### src/rtl/hs_pkg.sv
// Shared handshake types for both ends of the req/ack level crossing.
// Receiver and sender FSM state encodings live here so debug tooling sees one definition.
package hs_pkg;

    typedef enum logic [1:0] {
        ST_RX_IDLE = 2'd0,
        ST_RX_WAIT = 2'd1,
        ST_RX_ACK  = 2'd2
    } rx_state_e;

    typedef enum logic [1:0] {
        ST_TX_IDLE     = 2'd0,
        ST_TX_REQ      = 2'd1,
        ST_TX_ACK_LOW  = 2'd2
    } tx_state_e;

    // Occupancy counters must represent 0..depth inclusive.
    function automatic int unsigned fill_width(input int unsigned depth);
        return $clog2(depth + 1);
    endfunction

endpackage

### src/rtl/hs_req_ack_receiver_if.sv
// Bundle of the req/ack handshake, the downstream valid/ready stream and status.
// The slave modport is the receiver; the master modport is the sender plus the downstream sink.
interface hs_req_ack_receiver_if
    import hs_pkg::*;
#(
    parameter int DATA_W = 32,
    parameter int DEPTH  = 4
);
    localparam int FILL_W = fill_width(DEPTH);

    // req_i/ack_o form a 4-phase level handshake; data_i is held while req_i=1 until ack_o=1.
    // m_valid_o/m_ready_i: a word transfers on any cycle both are high; m_data_o is stable while
    // m_valid_o=1 and m_ready_i=0, and m_valid_o never drops without a transfer except on reset.
    logic              req_i;
    logic [DATA_W-1:0] data_i;
    logic              ack_o;
    logic              m_valid_o;
    logic [DATA_W-1:0] m_data_o;
    logic              m_ready_i;
    logic [FILL_W-1:0] fill_o;
    logic              busy_o;
    rx_state_e         state_o;

    modport slave (
        input  req_i, data_i, m_ready_i,
        output ack_o, m_valid_o, m_data_o, fill_o, busy_o, state_o
    );

    modport master (
        output req_i, data_i, m_ready_i,
        input  ack_o, m_valid_o, m_data_o, fill_o, busy_o, state_o
    );

endinterface

### src/rtl/hs_sync_fifo.sv
// Single-clock circular FIFO with extra-MSB pointers and a combinational head read.
// Storage clears on reset so the head reads zero until the first write.
module hs_sync_fifo
    import hs_pkg::*;
#(
    parameter int DATA_W = 32,
    parameter int DEPTH  = 4
) (
    input  logic                        clk,
    input  logic                        rst,
    input  logic                        i_push,
    input  logic [DATA_W-1:0]           i_push_data,
    input  logic                        i_pop,
    output logic [DATA_W-1:0]           o_pop_data,
    output logic                        o_full,
    output logic                        o_empty,
    output logic [fill_width(DEPTH)-1:0] o_fill
);
    localparam int AW = $clog2(DEPTH);

    logic [DATA_W-1:0] r_mem [DEPTH];
    logic [AW:0]       r_wr_ptr;
    logic [AW:0]       r_rd_ptr;
    logic              w_do_push;
    logic              w_do_pop;

    assign o_full  = (r_wr_ptr[AW] != r_rd_ptr[AW]) && (r_wr_ptr[AW-1:0] == r_rd_ptr[AW-1:0]);
    assign o_empty = (r_wr_ptr == r_rd_ptr);

    // Full is judged on current occupancy, so a same-cycle pop never frees room for a push.
    assign w_do_push = i_push && !o_full;
    assign w_do_pop  = i_pop && !o_empty;

    assign o_pop_data = r_mem[r_rd_ptr[AW-1:0]];
    assign o_fill     = r_wr_ptr - r_rd_ptr;

    always_ff @(posedge clk) begin
        if (rst) begin
            r_wr_ptr <= '0;
            r_rd_ptr <= '0;
            for (int i = 0; i < DEPTH; i++) begin
                r_mem[i] <= '0;
            end
        end else begin
            if (w_do_push) begin
                r_mem[r_wr_ptr[AW-1:0]] <= i_push_data;
                r_wr_ptr                <= r_wr_ptr + 1'b1;
            end
            if (w_do_pop) begin
                r_rd_ptr <= r_rd_ptr + 1'b1;
            end
        end
    end

endmodule

### src/rtl/hs_req_ack_receiver.sv
// Slow-domain responder of the 4-phase req/ack handshake: synchronizes req, captures the
// held data into a FIFO, returns a registered ack and streams words out on valid/ready.
module hs_req_ack_receiver
    import hs_pkg::*;
#(
    parameter int DATA_W      = 32,
    parameter int DEPTH       = 4,
    parameter int SYNC_STAGES = 2
) (
    input  logic                   slow_clk,
    input  logic                   rst,
    hs_req_ack_receiver_if.slave   bus
);
    logic [SYNC_STAGES-1:0] r_sync;
    rx_state_e              r_state;
    logic                   r_ack;

    logic w_req_s;
    logic w_full;
    logic w_empty;
    logic w_push;
    logic w_pop;

    always_ff @(posedge slow_clk) begin
        if (rst) begin
            r_sync <= '0;
        end else begin
            r_sync <= {r_sync[SYNC_STAGES-2:0], bus.req_i};
        end
    end

    assign w_req_s = r_sync[SYNC_STAGES-1];

    // data_i is only looked at once req_s=1, when the sender guarantees it is settled.
    assign w_push = !w_full && ((r_state == ST_RX_IDLE && w_req_s) || (r_state == ST_RX_WAIT));
    assign w_pop  = !w_empty && bus.m_ready_i;

    always_ff @(posedge slow_clk) begin
        if (rst) begin
            r_state <= ST_RX_IDLE;
            r_ack   <= 1'b0;
        end else begin
            unique case (r_state)
                ST_RX_IDLE: begin
                    if (w_req_s) begin
                        if (!w_full) begin
                            r_ack   <= 1'b1;
                            r_state <= ST_RX_ACK;
                        end else begin
                            r_state <= ST_RX_WAIT;
                        end
                    end
                end
                ST_RX_WAIT: begin
                    // A req drop here is a sender violation; the word is still taken.
                    if (!w_full) begin
                        r_ack   <= 1'b1;
                        r_state <= ST_RX_ACK;
                    end
                end
                ST_RX_ACK: begin
                    if (!w_req_s) begin
                        r_ack   <= 1'b0;
                        r_state <= ST_RX_IDLE;
                    end
                end
                default: begin
                    r_ack   <= 1'b0;
                    r_state <= ST_RX_IDLE;
                end
            endcase
        end
    end

    hs_sync_fifo #(
        .DATA_W (DATA_W),
        .DEPTH  (DEPTH)
    ) u_fifo (
        .clk         (slow_clk),
        .rst         (rst),
        .i_push      (w_push),
        .i_push_data (bus.data_i),
        .i_pop       (w_pop),
        .o_pop_data  (bus.m_data_o),
        .o_full      (w_full),
        .o_empty     (w_empty),
        .o_fill      (bus.fill_o)
    );

    assign bus.ack_o     = r_ack;
    assign bus.m_valid_o = !w_empty;
    assign bus.busy_o    = (r_state != ST_RX_IDLE);
    assign bus.state_o   = r_state;

endmodule

### src/flat_wrapper.sv
// flat-port wrapper written by rule: the top's interface ports become plain ports
module hs_req_ack_receiver_flat import hs_pkg::*;
#(
    parameter int DATA_W      = 32,
    parameter int DEPTH       = 4,
    parameter int SYNC_STAGES = 2
)
  (slow_clk, rst, bus_req_i, bus_data_i, bus_m_ready_i, bus_ack_o, bus_m_valid_o, bus_m_data_o, bus_fill_o, bus_busy_o, bus_state_o);
  hs_req_ack_receiver_if #(.DATA_W(DATA_W), .DEPTH(DEPTH)) bus_i ();
  input  logic slow_clk;
  input  logic rst;
  input wire logic [$bits(bus_i.req_i)-1:0] bus_req_i;
  input wire logic [$bits(bus_i.data_i)-1:0] bus_data_i;
  input wire logic [$bits(bus_i.m_ready_i)-1:0] bus_m_ready_i;
  output wire logic [$bits(bus_i.ack_o)-1:0] bus_ack_o;
  output wire logic [$bits(bus_i.m_valid_o)-1:0] bus_m_valid_o;
  output wire logic [$bits(bus_i.m_data_o)-1:0] bus_m_data_o;
  output wire logic [$bits(bus_i.fill_o)-1:0] bus_fill_o;
  output wire logic [$bits(bus_i.busy_o)-1:0] bus_busy_o;
  output wire logic [$bits(bus_i.state_o)-1:0] bus_state_o;
  assign bus_i.req_i = bus_req_i;
  assign bus_i.data_i = bus_data_i;
  assign bus_i.m_ready_i = bus_m_ready_i;
  assign bus_ack_o = bus_i.ack_o;
  assign bus_m_valid_o = bus_i.m_valid_o;
  assign bus_m_data_o = bus_i.m_data_o;
  assign bus_fill_o = bus_i.fill_o;
  assign bus_busy_o = bus_i.busy_o;
  assign bus_state_o = bus_i.state_o;
  hs_req_ack_receiver #(.DATA_W(DATA_W), .DEPTH(DEPTH), .SYNC_STAGES(SYNC_STAGES)) u_core (.slow_clk(slow_clk), .rst(rst), .bus(bus_i));
endmodule
### config.mk
export PLATFORM = sky130hd
export DESIGN_NAME = hs_req_ack_receiver_flat
export DESIGN_NICKNAME = d
export VERILOG_FILES = /design/src/rtl/hs_pkg.sv /design/src/rtl/hs_req_ack_receiver_if.sv /design/src/rtl/hs_sync_fifo.sv /design/src/rtl/hs_req_ack_receiver.sv /design/src/flat_wrapper.sv
export SDC_FILE = /design/constraint.sdc
export NUM_CORES = 1
export LEC_CHECK = 0
export ABC_AREA = 1
export BUFFER_PORTS_ARGS = -buffer_cell sky130_fd_sc_hd__buf_2
export CAP_MARGIN = 20
export CORE_MARGIN = 10
export CORE_UTILIZATION = 55
export DETAILED_ROUTE_END_ITERATION = 8
export PLACE_DENSITY = 0.82
export SYNTH_ARGS = -nofsm -noshare
export SYNTH_HDL_FRONTEND = slang
export SYNTH_SLANG_ARGS = --single-unit
### constraint.sdc
create_clock -name slow_clk -period 9.3 [get_ports slow_clk]
set_input_delay 1.395 -clock slow_clk [delete_from_list [all_inputs] [get_ports slow_clk]]
set_output_delay 1.395 -clock slow_clk [all_outputs]
set_load 0.02 [all_outputs]
# Word-level counts from Yosys, hierarchy flattened
# Memories as Yosys holds them, arrays and structs flattened. A register that Yosys moved wholly into a read port is not among the register bits.
# Index checks and enable logic that the tools add are counted.
dict set report word_totals {
  wordCells 50
  reg_bits 11
  inputBits 36
  mem_count 1
  ram_bits 128
}
# name words word_bits read_ports rd_clocked_by_memory_dff write_ports line_no
set mem_list {}
lappend mem_list {u_core.u_fifo.r_mem 4 32 1 1 4 hs_sync_fifo.sv:21} ;# logic [DATA_W-1:0] r_mem [DEPTH];
dict set report op_classes {
  n_mux 19
  addsub 3
  eq_ne 8
  reduce_logical 14
}
# cell n
set op_table {}
lappend op_table {{2-to-1 mux 32 bit} 1}
lappend op_table {{OR reduction 32 bit} 1}
lappend op_table {{2-to-1 mux 2 bit} 7}
lappend op_table {{2-to-1 mux 1 bit} 9}
lappend op_table {{adder 3 x 1 -> 3 bit (second input constant)} 2}
lappend op_table {{logical AND 1 bit} 6}
lappend op_table {{case mux 2 bit (3 select lines)} 1}
lappend op_table {{!= test 2 bit (second input constant)} 2}
lappend op_table {{equality test 3 bit} 1}
lappend op_table {{case mux 1 bit (3 select lines)} 1}
lappend op_table {{AND reduction 3 bit} 1}
lappend op_table {{subtractor 3 bit} 1}
lappend op_table {{equality test 2 x 1 -> 1 bit (second input constant)} 1}
lappend op_table {{equality test 2 bit} 1}
lappend op_table {{equality test 2 bit (second input constant)} 1}
lappend op_table {{logical NOT 1 bit} 2}
lappend op_table {{logical NOT 2 bit} 1}
lappend op_table {{!= test 2 x 1 -> 1 bit (second input constant)} 1}
lappend op_table {{AND reduction 2 bit} 1}
lappend op_table {{nonzero test 2 bit} 1}
lappend op_table {{logical OR 1 bit} 1}
lappend op_table {{!= test 1 bit} 1}

# Depth between registers and ports, before layout
dict set report depth {
  ltp_word 10
  depth_mapped 11
}

# Cells and area by module
# Synthesis repeated with hierarchy kept, for this count alone.
dict set report hier_totals {
  hier_cells 584
  area_unflattened_um2 6369.9
}
# mod instances area_per_inst_um2 cells_each
set modules_own_cells {}
lappend modules_own_cells {hs_sync_fifo 1 6167.2 554}
lappend modules_own_cells {hs_req_ack_receiver 1 202.7 30}

# Worst setup path before layout
# No wires, ideal clock.
dict set report synth_path {
  path_type {input port to flip-flop}
  start {input rst}
  end {memory u_core.u_fifo.r_mem[0][0], enable pin}
  slack_ns 4.530
  t_required_ns 8.834
  cell_stages 5
  arrival_ns 4.305
  n_path_buf 2
  path_cell_list {clkbuf_1 > inv_2 > nand4_2 > buf_4 > o21ai_0}
}
# item line_no
set synth_rtl {}
lappend synth_rtl {{start, declared} flat_wrapper.sv:11} ;# input logic rst;
lappend synth_rtl {{end, declared} hs_sync_fifo.sv:21}

# Worst setup path in the final report
dict set report layout_path {
  start {register u_core.u_fifo.r_wr_ptr[0]}
  end {output bus_fill_o[2]}
}
dict set report layout_via {
  elab_chain_cells 1
}
# item line_no
set layout_rtl {}
lappend layout_rtl {{start, declared} hs_sync_fifo.sv:22} ;# logic [AW:0] r_wr_ptr;
lappend layout_rtl {{start signal, assigned} hs_sync_fifo.sv:47} ;# r_wr_ptr <= r_wr_ptr + 1'b1;
lappend layout_rtl {{subtractor 3 bit} hs_sync_fifo.sv:35} ;# assign o_fill = r_wr_ptr - r_rd_ptr;
lappend layout_rtl {{end, declared} flat_wrapper.sv:18} ;# output wire logic [$bits(bus_i.fill_o)-1:0] bus_fill_o;
# Every way passes these cells.

==> impl_metrics.env <==
export IMPL_status="finished, final reports clean"
export IMPL_io_buffers=75
export IMPL_gp_congestion=0.7880
export IMPL_power_mw=1.685
export IMPL_drc=0
export IMPL_synth_cell_types=30
export IMPL_crit_type="register to output pin"
export IMPL_crit_chain="inv_2, ha_1, fa_1, xnor2_1, buf_2"
export IMPL_hpwl_um=8597
export IMPL_cts_max_level=4
export IMPL_placed_area_sq_um=6778
export IMPL_crit_required_ns=7.91
export IMPL_tightest_slew_ns=1.045
export IMPL_fin_tns_setup_ns=0
export IMPL_period_minus_slack_ns=4.681
export IMPL_rsz0062_at_grt="no"
export IMPL_cpPeakStageDelay_ns=1.01
export IMPL_initial_core_util_pct=55.90
export IMPL_avgSynthCellArea_sq_um=11.04
export IMPL_synth_async_reset_ratio_pct=0
export IMPL_cts_hold_fix_buffers=0
export IMPL_fin_nets=674
export IMPL_die_w_um=127.3
export IMPL_yosysTopAreaCell="edfxtp_1"
export IMPL_antenna_cells=0
export IMPL_cts_tree="yes"
export IMPL_fin_cells=789
export IMPL_cts_buffers=17
export IMPL_reg2reg_slack_ns=4.97
export IMPL_grt_max_degree=66
export IMPL_max_freq_mhz=213.7
export IMPL_power_density_nw_per_um2=224.1
export IMPL_grt_pass1_wl_um=23250
export IMPL_cap_violations=0
export IMPL_antenna_found_initial=0
export IMPL_ctsResizeCount=0
export IMPL_hold_viol=0
export IMPL_slew_violations=0
export IMPL_arrival_ns=3.29
export IMPL_end_kind="output pin"
export IMPL_path_max_fanout=36
export IMPL_detail_route_wl_per_cell_um=19.33
export IMPL_io_pins=76
export IMPL_post_route_period_util_pct=50.33
export IMPL_peakVddDrop_v=0.0001266
export IMPL_slew_headroom_pct=30.05
export IMPL_utilization_pct=66.42
export IMPL_root_buffer="clkbuf_16"
export IMPL_ys_ff_latch=141
export IMPL_clock_skew_ns=0.007231
export IMPL_synth_fp_nets=614
export IMPL_track_usage_pct=18.13
export IMPL_multi_input_area_sq_um=1892
export IMPL_final_cell_mix="edfxtp_1, nor2_1, buf_2, o21ai_0, nor3_1"
export IMPL_crit_path_start_kind="register"
export IMPL_finalHoldWorstSlack_ns=0.4012
export IMPL_drive_gt1_share_pct=24.30
export IMPL_clk_pin_slew_ns=0.06
export IMPL_seq_area_sq_um=4106
export IMPL_syn2layout_area_growth_pct=18.82
export IMPL_clock_path_buffers=2
export IMPL_mostFrequentLayoutCell="edfxtp_1"
export IMPL_hp_class="register to register"
export IMPL_grt_overflow=0
export IMPL_fp_coreArea_sq_um=11320
export IMPL_vias=4689
export IMPL_dieArea_sq_um=16200
export IMPL_yosys_warnings=0
export IMPL_drt_initial_drc_count=642
export IMPL_synth_enable_flop_cells=128
export IMPL_synthTopCellsByArea="edfxtp_1, nor2_1, o21ai_0, nor3_1, nor3_2"
export IMPL_grt_pass1_vias=4547
export IMPL_place_ws_ns=4.511
export IMPL_ys_seq_area_share_pct=64.85
export IMPL_syn_area_sq_um=6329
export IMPL_vias_per_cell=5.943
export IMPL_p_leak_nw=2.989
export IMPL_clk_latency_ns=0.42
export IMPL_drt_total_wl_um=15250
export IMPL_fp_row_count=39
export IMPL_dr_pass1_iters=5
export IMPL_die_height_um=127.3
export IMPL_fin_ws_ns=4.619
export IMPL_synth_top_area_share_pct=60.74
export IMPL_design_area_sq_um=7520
export IMPL_fillers=788
export IMPL_cts_setup_buffers=0
export IMPL_crit_path_top_delay_cell="dfxtp_2"
export IMPL_synth_main_ff_cell="edfxtp_1"
export IMPL_synthCells=573
export IMPL_clkSinkCount=141
export IMPL_ant_nets=0
export IMPL_dp_cells=754
export IMPL_setup_violations_final=0
## kinds of logic (layout without fill, tap and decap cells)
family	count (synthesis)	in the layout	share of synthesized area, %
compound gates	107	107	9.193
xor+xnor	3	3	0.4153
fa+ha+maj	5	5	1.107
flops	141	141	64.85
simple gates	226	226	18.39
buf+inv	91	164	6.050
## synthesized netlist by cell type, types with 2 or more instances
library cell  number
a21oi_1            4
buf_1              2
buf_2             12
buf_6              3
clkbuf_1          25
clkinv_1           2
dfxtp_1           13
edfxtp_1         128
ha_1               4
inv_1             44
inv_2              2
nand2_1           15
nand3_1            5
nand4_2            2
nor2_1           103
nor3_1            66
nor3_2            30
o21ai_0           69
o22ai_1           32
xor2_1             2
## critical path, delay by kind of cell, from the launching register on
kind | cells | cell delay [ns]
buf+inv | 2 | 0.81
xor+xnor | 1 | 0.18
flops | 1 | 1.01
fa+ha+maj | 2 | 0.86
## state kept, by name, indices dropped and copies added (netlist names), named ones only
signal	count
u_core.bus.ack_o	1
u_core.bus.state_o	2
u_core.r_sync	2
u_core.u_fifo.r_mem	128
u_core.u_fifo.r_rd_ptr	3
u_core.u_fifo.r_wr_ptr	3
## layer usage
metal / part of all wire, % / routed length (um) / GRT usage [%]
met5: 0 / 0 / 0
met1: 39 / 6014 / 21.44
met2: 52 / 7868 / 30.67
met3: 7.4 / 1129 / 4.342
met4: 1.6 / 238 / 8.104
## power breakdown
group	total (mW)	switching [mW]	leakage, nW	internal [mW]
Sequential	0.735	0.0132	1.43	0.722
Combinational	0.180	0.129	1.24	0.0508
Clock	0.770	0.254	0.323	0.516
Total	1.69	0.396	2.99	1.29
## final timing paths
path | depth (start not counted) | to | from
setup / recovery | 5 | bus_fill_o[2] | u_core.u_fifo.r_wr_ptr[0]
hold / removal | 2 | u_core.r_sync[1] | u_core.r_sync[0]
setup reg to reg | 8 | u_core.u_fifo.r_mem[3][2] | u_core.u_fifo.r_wr_ptr[0]
hold reg to reg | 2 | u_core.r_sync[1] | u_core.r_sync[0]
## cell type report
type | instances | share of cell area (%)
flip-flops and latches | 141 | 54.61
well taps | 143 | 2.379
clock inverters | 11 | 2.845
clock buffers | 21 | 6.123
repair buffers | 84 | 6.489
inverters | 48 | 2.396
multi-input cells | 341 | 25.16
Power figures use the tool's default switching activity.
